<file path="config.mk">
export PLATFORM = sky130hd
export DESIGN_NAME = ae_stat
export DESIGN_NICKNAME = d
export VERILOG_FILES = /design/src/rtl/ae_pkg.sv /design/src/rtl/ae_div.sv /design/src/rtl/ae_stat.sv
export SDC_FILE = /design/constraint.sdc
export NUM_CORES = 1
export LEC_CHECK = 0
export CORE_MARGIN = 4
export CORE_UTILIZATION = 46
export CTS_BUF_LIST = sky130_fd_sc_hd__clkbuf_2
export DETAILED_ROUTE_END_ITERATION = 10
export MAX_ROUTING_LAYER = met4
export PLACE_DENSITY = 0.73
export SYNTH_ARGS = -nofsm -noshare
export SYNTH_HDL_FRONTEND = slang
export SYNTH_SLANG_ARGS = --single-unit
</file>
<file path="constraint.sdc">
create_clock -name pix_clk -period 3.2 [get_ports pix_clk]
set_input_delay 0.64 -clock pix_clk [delete_from_list [all_inputs] [get_ports pix_clk]]
set_output_delay 0.64 -clock pix_clk [all_outputs]
set_load 0.05 [all_outputs]
</file>
<file path="src/rtl/ae_pkg.sv">
// Shared types and helpers for the auto-exposure statistics block.
package ae_pkg;

    typedef enum logic [1:0] {
        ST_IDLE = 2'd0,
        ST_DIV  = 2'd1,
        ST_DONE = 2'd2
    } ae_state_e;

    // Sum width: enough headroom to add 2^cnt_w pixels of data_w bits.
    function automatic int sum_width(input int data_w, input int cnt_w);
        return data_w + cnt_w;
    endfunction

    // Increment amount for a saturating counter: 1 unless already all-ones.
    function automatic logic sat_inc_en(input logic at_max);
        return ~at_max;
    endfunction

endpackage

</file>
<file path="src/rtl/ae_div.sv">
// Sequential restoring divider, one quotient bit per cycle, MSB first.
// Latency is fixed at C_SUM_WIDTH cycles after start. `quotient` is the
// full result only in the cycle `done` is high (it carries the last bit
// combinationally so the caller can register it on that same edge).
module ae_div import ae_pkg::*; #(
    parameter int C_SUM_WIDTH = 32,
    parameter int C_CNT_WIDTH = 24
) (
    input  logic                   clk,
    input  logic                   reset,
    input  logic                   start,
    input  logic                   abort,
    input  logic [C_SUM_WIDTH-1:0] dividend,
    input  logic [C_CNT_WIDTH-1:0] divisor,
    output logic [C_SUM_WIDTH-1:0] quotient,
    output logic                   done
);
    localparam int STEP_W = $clog2(C_SUM_WIDTH + 1);
    localparam logic [STEP_W-1:0] LAST_STEP = STEP_W'(C_SUM_WIDTH - 1);

    logic [C_SUM_WIDTH-1:0] dvd_q, dvd_d, quo_q, quo_d, quo_step;
    logic [C_CNT_WIDTH-1:0] dvs_q, dvs_d;
    logic [C_CNT_WIDTH:0]   rem_q, rem_d, trial, rem_step;
    logic [STEP_W-1:0]      step_q, step_d;
    logic                   run_q, run_d, qbit;
    logic                   unused_rem_msb;

    // Remainder stays below the divisor, so its top bit is always zero.
    assign unused_rem_msb = rem_q[C_CNT_WIDTH];

    // One restoring step; a zero divisor forces every quotient bit to 0.
    always_comb begin
        trial    = {rem_q[C_CNT_WIDTH-1:0], dvd_q[C_SUM_WIDTH-1]};
        qbit     = (dvs_q != '0) && (trial >= {1'b0, dvs_q});
        rem_step = qbit ? (trial - {1'b0, dvs_q}) : trial;
        quo_step = {quo_q[C_SUM_WIDTH-2:0], qbit};
        done     = run_q && (step_q == LAST_STEP);
        quotient = quo_step;
        dvd_d    = dvd_q;
        dvs_d    = dvs_q;
        rem_d    = rem_q;
        quo_d    = quo_q;
        step_d   = step_q;
        run_d    = run_q;
        if (start) begin
            dvd_d  = dividend;
            dvs_d  = divisor;
            rem_d  = '0;
            quo_d  = '0;
            step_d = '0;
            run_d  = 1'b1;
        end else if (abort) begin
            run_d = 1'b0;
        end else if (run_q) begin
            dvd_d  = {dvd_q[C_SUM_WIDTH-2:0], 1'b0};
            rem_d  = rem_step;
            quo_d  = quo_step;
            step_d = step_q + 1'b1;
            if (done) run_d = 1'b0;
        end
    end

    // Divider state registers.
    always_ff @(posedge clk) begin
        if (reset) begin
            dvd_q  <= '0;
            dvs_q  <= '0;
            rem_q  <= '0;
            quo_q  <= '0;
            step_q <= '0;
            run_q  <= 1'b0;
        end else begin
            dvd_q  <= dvd_d;
            dvs_q  <= dvs_d;
            rem_q  <= rem_d;
            quo_q  <= quo_d;
            step_q <= step_d;
            run_q  <= run_d;
        end
    end

endmodule

</file>
<file path="src/rtl/ae_stat.sv">
// Auto-exposure statistics: per-frame window luminance sum and under/over
// counts, divided into a mean at each frame start and presented with a
// one-cycle stat_valid pulse.
module ae_stat import ae_pkg::*; #(
    parameter int C_DATA_WIDTH = 8,
    parameter int C_CNT_WIDTH  = 24,
    parameter int C_POS_WIDTH  = 12
) (
    input  logic                    pix_clk,
    input  logic                    reset,
    input  logic                    vs_in,
    input  logic                    hs_in,
    input  logic                    de_in,
    input  logic [C_DATA_WIDTH-1:0] data_in,
    input  logic [C_POS_WIDTH-1:0]  win_x0,
    input  logic [C_POS_WIDTH-1:0]  win_x1,
    input  logic [C_POS_WIDTH-1:0]  win_y0,
    input  logic [C_POS_WIDTH-1:0]  win_y1,
    input  logic [C_DATA_WIDTH-1:0] thr_lo,
    input  logic [C_DATA_WIDTH-1:0] thr_hi,
    output logic [C_DATA_WIDTH-1:0] mean_out,
    output logic [C_CNT_WIDTH-1:0]  pix_cnt,
    output logic [C_CNT_WIDTH-1:0]  under_cnt,
    output logic [C_CNT_WIDTH-1:0]  over_cnt,
    output logic                    stat_valid,
    output logic                    busy
);
    localparam int C_SUM_WIDTH = sum_width(C_DATA_WIDTH, C_CNT_WIDTH);

    logic                    vs_dly_q, vs_dly_d, de_dly_q, de_dly_d;
    logic [C_POS_WIDTH-1:0]  x_q, x_d, y_q, y_d;
    logic [C_POS_WIDTH-1:0]  wx0_q, wx0_d, wx1_q, wx1_d, wy0_q, wy0_d, wy1_q, wy1_d;
    logic [C_DATA_WIDTH-1:0] lo_q, lo_d, hi_q, hi_d;
    logic [C_SUM_WIDTH-1:0]  sum_q, sum_d;
    logic [C_SUM_WIDTH:0]    sum_ext;
    logic [C_CNT_WIDTH-1:0]  pix_q, pix_d, und_q, und_d, ovr_q, ovr_d;
    logic [C_CNT_WIDTH-1:0]  spix_q, spix_d, sund_q, sund_d, sovr_q, sovr_d;
    logic                    vs_ps, de_v, de_fall, in_win;
    logic                    div_start, div_abort, div_done;
    logic [C_SUM_WIDTH-1:0]  div_quo;
    logic [C_DATA_WIDTH-1:0] mean_clamped;
    ae_state_e               state_q;
    logic                    armed_q, stat_valid_q;
    logic [C_DATA_WIDTH-1:0] mean_q;
    logic [C_CNT_WIDTH-1:0]  pix_out_q, und_out_q, ovr_out_q;
    logic                    unused_hs;

    assign unused_hs = hs_in;

    // Edge detect, position counters, window compare and accumulators.
    always_comb begin
        vs_ps   = vs_in & ~vs_dly_q;
        de_v    = de_in & ~vs_in;
        de_fall = de_dly_q & ~de_v;
        in_win  = de_v && (x_q >= wx0_q) && (x_q <= wx1_q)
                       && (y_q >= wy0_q) && (y_q <= wy1_q);
        sum_ext = {1'b0, sum_q} + (C_SUM_WIDTH+1)'(data_in);
        vs_dly_d = vs_in;
        de_dly_d = de_v;
        x_d = de_v ? x_q + C_POS_WIDTH'(sat_inc_en(&x_q)) : '0;
        y_d = y_q;
        if (vs_ps)        y_d = '0;
        else if (de_fall) y_d = y_q + C_POS_WIDTH'(sat_inc_en(&y_q));
        {wx0_d, wx1_d, wy0_d, wy1_d} = {wx0_q, wx1_q, wy0_q, wy1_q};
        {lo_d, hi_d}                 = {lo_q, hi_q};
        {spix_d, sund_d, sovr_d}     = {spix_q, sund_q, sovr_q};
        sum_d = sum_q;
        pix_d = pix_q;
        und_d = und_q;
        ovr_d = ovr_q;
        if (vs_ps) begin
            // New frame: take config for it, hand the last frame to the divider.
            {wx0_d, wx1_d, wy0_d, wy1_d} = {win_x0, win_x1, win_y0, win_y1};
            {lo_d, hi_d}                 = {thr_lo, thr_hi};
            {spix_d, sund_d, sovr_d}     = {pix_q, und_q, ovr_q};
            sum_d = '0;
            pix_d = '0;
            und_d = '0;
            ovr_d = '0;
        end else if (in_win) begin
            sum_d = sum_ext[C_SUM_WIDTH] ? '1 : sum_ext[C_SUM_WIDTH-1:0];
            pix_d = pix_q + C_CNT_WIDTH'(sat_inc_en(&pix_q));
            if (data_in < lo_q) und_d = und_q + C_CNT_WIDTH'(sat_inc_en(&und_q));
            if (data_in > hi_q) ovr_d = ovr_q + C_CNT_WIDTH'(sat_inc_en(&ovr_q));
        end
    end

    // Datapath registers.
    always_ff @(posedge pix_clk) begin
        if (reset) begin
            vs_dly_q <= 1'b0;
            de_dly_q <= 1'b0;
            x_q      <= '0;
            y_q      <= '0;
            {wx0_q, wx1_q, wy0_q, wy1_q} <= '0;
            {lo_q, hi_q}                 <= '0;
            {spix_q, sund_q, sovr_q}     <= '0;
            sum_q    <= '0;
            pix_q    <= '0;
            und_q    <= '0;
            ovr_q    <= '0;
        end else begin
            vs_dly_q <= vs_dly_d;
            de_dly_q <= de_dly_d;
            x_q      <= x_d;
            y_q      <= y_d;
            {wx0_q, wx1_q, wy0_q, wy1_q} <= {wx0_d, wx1_d, wy0_d, wy1_d};
            {lo_q, hi_q}                 <= {lo_d, hi_d};
            {spix_q, sund_q, sovr_q}     <= {spix_d, sund_d, sovr_d};
            sum_q    <= sum_d;
            pix_q    <= pix_d;
            und_q    <= und_d;
            ovr_q    <= ovr_d;
        end
    end

    // A frame start while dividing simply restarts on the new snapshot.
    assign div_start = vs_ps & armed_q;
    assign div_abort = vs_ps & (state_q == ST_DIV);

    ae_div #(
        .C_SUM_WIDTH (C_SUM_WIDTH),
        .C_CNT_WIDTH (C_CNT_WIDTH)
    ) u_div (
        .clk      (pix_clk),
        .reset    (reset),
        .start    (div_start),
        .abort    (div_abort),
        .dividend (sum_q),
        .divisor  (pix_q),
        .quotient (div_quo),
        .done     (div_done)
    );

    // Quotient only overflows the pixel width when the sum saturated.
    assign mean_clamped = (|div_quo[C_SUM_WIDTH-1:C_DATA_WIDTH]) ? '1
                                                                 : div_quo[C_DATA_WIDTH-1:0];

    // Control FSM: arm on the first frame edge, then divide and publish.
    always_ff @(posedge pix_clk) begin
        if (reset) begin
            state_q      <= ST_IDLE;
            armed_q      <= 1'b0;
            stat_valid_q <= 1'b0;
            mean_q       <= '0;
            pix_out_q    <= '0;
            und_out_q    <= '0;
            ovr_out_q    <= '0;
        end else begin
            stat_valid_q <= 1'b0;
            if (vs_ps) armed_q <= 1'b1;
            if (div_start) begin
                state_q <= ST_DIV;
            end else begin
                case (state_q)
                    ST_DIV: begin
                        if (div_done) begin
                            state_q      <= ST_DONE;
                            stat_valid_q <= 1'b1;
                            mean_q       <= mean_clamped;
                            pix_out_q    <= spix_q;
                            und_out_q    <= sund_q;
                            ovr_out_q    <= sovr_q;
                        end
                    end
                    ST_DONE: state_q <= ST_IDLE;
                    default: state_q <= ST_IDLE;
                endcase
            end
        end
    end

    assign mean_out   = mean_q;
    assign pix_cnt    = pix_out_q;
    assign under_cnt  = und_out_q;
    assign over_cnt   = ovr_out_q;
    assign stat_valid = stat_valid_q;
    assign busy       = (state_q == ST_DIV);

endmodule

</file>
==> metrics.cfg <==
[run_status]
status=completed

[synth]
number_of_synthesized_flops_with_an_enable_pin=0
postSynthCellCount=2851
yosys.cell_types.count=68
synthesis.area_per_instance_um2=7.81
synth.most_common_cell=nand2_1
yosys-top-cells-count=nand2_1, dfxtp_1, a21oi_1, clkbuf_1, nor2_1
most_instantiated_flip_flop_cell_in_the_synthesis_netlist=dfxtp_1
leading_cell_types_by_total_area_after_synthesis=dfxtp_1, nand2_1, a21oi_1
synthArstFlopShare=0
netlist_area_um2=22300
yosysTopAreaCell=dfxtp_1
sequential_cell_area_fraction_in_the_yosys_report=0.421
ys_seq_elements=468
synth_largest_type_area_fraction=0.421
synthesis.nets=3036
ys.warnings.count=0

[final_layout]
finalInstanceArea_um2=26500
areaGrowthSynthToFinish_pct=18.8
finish.cell_count_without_fillers=3792
design.final.nets=3268
share_of_cells_above_drive_strength_1=0.0927
number_of_filler_cells_placed_in_the_layout=4442

[clocking]
cts.path.max_buffers=3
cts-htree-levels=3
clock_sink_count=468
clk_latency_ns=1.18
buffers_inserted_during_post_cts_setup_optimization=0
cts_made_buffers=115
clock-root-buffer=clkbuf_2
cts_tree=done
cts.clk_slew.worst_paths_ns=0.11

[setup_path]
timing.rr.end=ovr_q[14]$_SDFFE_PP0P_
worstSetupEndpointType=output port
family_with_the_most_delay_on_the_worst_path=buffers and inverters
worstPathBufferInverterCount=1
timing.critical_path.cells=clkdlybuf4s50_1
reg2reg_from=ovr_q[11]$_SDFFE_PP0P_
path_max_fanout=2
critPathKind=flop to output port
critPathMaxStageDelay_ns=0.82
worstPathArrival_ns=2.38
slack_of_the_worst_reg_to_reg_path_ns=0.21
start_kind=flop
critPathSlowestCell=clkdlybuf4s50_1
worst_ep_required_time_ns=2.56
reg2reg_depth=12

[die]
die_width_um=228
floorplan.io_pins=159
die-height_um=228
std_cell_rows=80
design.core.area_um2=47800
floorplan.initialDensity=0.465
dieArea_um2=52000

[timing]
max-slew-margin-rel=0.438
finalWorstSetupSlack_ns=0.184
timing.fmax_mhz=332
post-route-period-util=0.943
worst-slew-pin-transition_ns=0.843
hold_violations=0
grt_setup_unrepaired=false
final-setup-viol-count=0
minimum_clock_period_after_layout_ns=3.02
final_max_slew_viol_count=0
clock_skew_ns=0.104

[pwr]
power.density_cell_area_nw_per_um2=426
total_leakage_power_nw=9.49
vdd.ir_drop.worst_mv=0.265
design_power_total_mw=11.3

[worst_hold_path]
min_path_type=input port to flop
worstHoldPathCells=3
worstHoldEndpoint=wy1_q[3]$_SDFFE_PP0P_
min-delay-start=win_y1[3]

[global_route]
grt_antenna_before_repair=2
number_of_global_route_vias_before_repair=20441
wire_length_of_the_first_global_routing_pass_mm=96.9
grt_util_all_layers=0.221
global_route.overflow_total=0
maximum_number_of_pins_on_one_net_before_global_route_repair=116

[routing]
drt_drc_violations_left=0
drt.antenna.violating_nets=0
drt_first_pass_iters=6
drt_iter0_drc=1507
route.final.wire_length_mm=58.6
drt-wirelength-per-cell_um=15.5
via_count=21213
post_drt_via_cell_ratio=5.59

[run]
cap_viol_max_count=0

[placed_design]
place.detailed.hpwl_mm=39.1
number_of_placed_instances_taps_included=3518
gp_routability_congestion=0.898
postPlaceCellArea_um2=24800
dpl_worst_slack_ns=-0.270
buffers_added_on_ports=157

-- worst max path at each step --
| stage | depth (start not counted) | start | to | slack [ns] |
|---|---|---|---|---|
| 6_report | 1 | under_cnt[19]$_SDFFE_PP0P_ | under_cnt[19] | 0.18 |
| 5_1_grt | 1 | under_cnt[21]$_SDFFE_PP0P_ | under_cnt[21] | 0.0007 |
| 4_1_cts | 3 | state_q[1]$_SDFFE_PP0P_ | busy | 0.006 |
| 3_5_place_dp | 9 | data_in[0] | sum_q[15]$_SDFFE_PP0P_ | -0.27 |
| 3_3_place_gp | 9 | data_in[0] | sum_q[25]$_SDFFE_PP0P_ | -0.19 |
| 2_1_floorplan | 11 | ovr_q[8]$_SDFFE_PP0P_ | ovr_q[22]$_SDFFE_PP0P_ | 0.46 |
-- sequential cells by signal (all words and copies together) (netlist names), 12 cells and up --
name / count
wx1_q: 12
sovr_q: 24
u_div.rem_q: 24
u_div.dvd_q: 32
pix_q: 24
wx0_q: 12
x_q: 12
pix_cnt: 24
wy1_q: 12
under_cnt: 24
sund_q: 24
over_cnt: 24
und_q: 24
sum_q: 32
ovr_q: 24
u_div.dvs_q: 24
u_div.quo_q: 31
spix_q: 24
wy0_q: 12
y_q: 12
-- kinds of logic after synthesis --
kind of cell | share of synthesized area
AND/OR/NAND/NOR | 0.255
AO/OA/AOI/OAI | 0.166
flip-flops | 0.421
buffers and inverters | 0.0514
adder cells (fa/ha/maj) | 0.0614
multiplexers | 0.0288
XOR/XNOR | 0.0161
-- report_power, final --
part	leakage, nW	internal (mW)	switching (mW)	total [mW]
logic	4.93	0.554	0.876	1.43
registers	3.79	5.91	0.0497	5.96
clock network	0.780	1.46	2.43	3.90
total	9.49	7.93	3.36	11.3
-- placed cells by master (no fill, tap or decap), types with 52 or more instances in the layout --
master           synthesis  layout
nand4_1                 52      52
clkdlybuf4s50_1          0     155
ha_1                   106     106
buf_4                    3      72
or3_1                   67      67
dlygate4sd3_1            0      63
mux2i_1                 63      63
a21oi_1                343     343
nor2_1                 137     135
nand2_1                737     736
clkbuf_2                 0     163
dfxtp_1                468     465
nor4_1                  64      63
nand3_1                 58      57
o21ai_0                 58      58
inv_1                  108     108
-- metal layers --
metal,vias up,part of all wire,GRT usage
met2,597,0.48,0.366
met1,10017,0.45,0.275
li1,10498,-,-
met3,101,0.051,0.0457
met5,-,0,-
met4,0,0.018,0.0651
-- repair_timing --
item,CTS,global route
hold buffers,63,0
resized for setup,2,8
hold endpoints to repair,123,0
endpoints found under the setup margin,1,27
-- area by class of cell --
type                    count  area (µm²)  share of cell area
clock buffers             162         811              0.0306
flip-flops and latches    468        9370               0.354
inverters                 108         405              0.0153
well taps                 615         769              0.0291
multi-input cells        2084       11900               0.448
clock inverters            45         218             0.00823
diodes                      4        10.0            0.000378
repair buffers            306        3020               0.114
-- stage by stage --
step | util | TNS [ns] | hold slack (ns)
2_1_floorplan | - | 0 | 0.432
3_3_place_gp | 0.518 | -1.92 | 0.441
3_5_place_dp | 0.518 | -4.35 | 0.446
4_1_cts | 0.552 | 0 | 0.00991
5_1_grt | 0.553 | 0 | 0.0736
6_report | 0.553 | 0 | 0.180
Note: power is estimated with default switching activity, not from simulation.
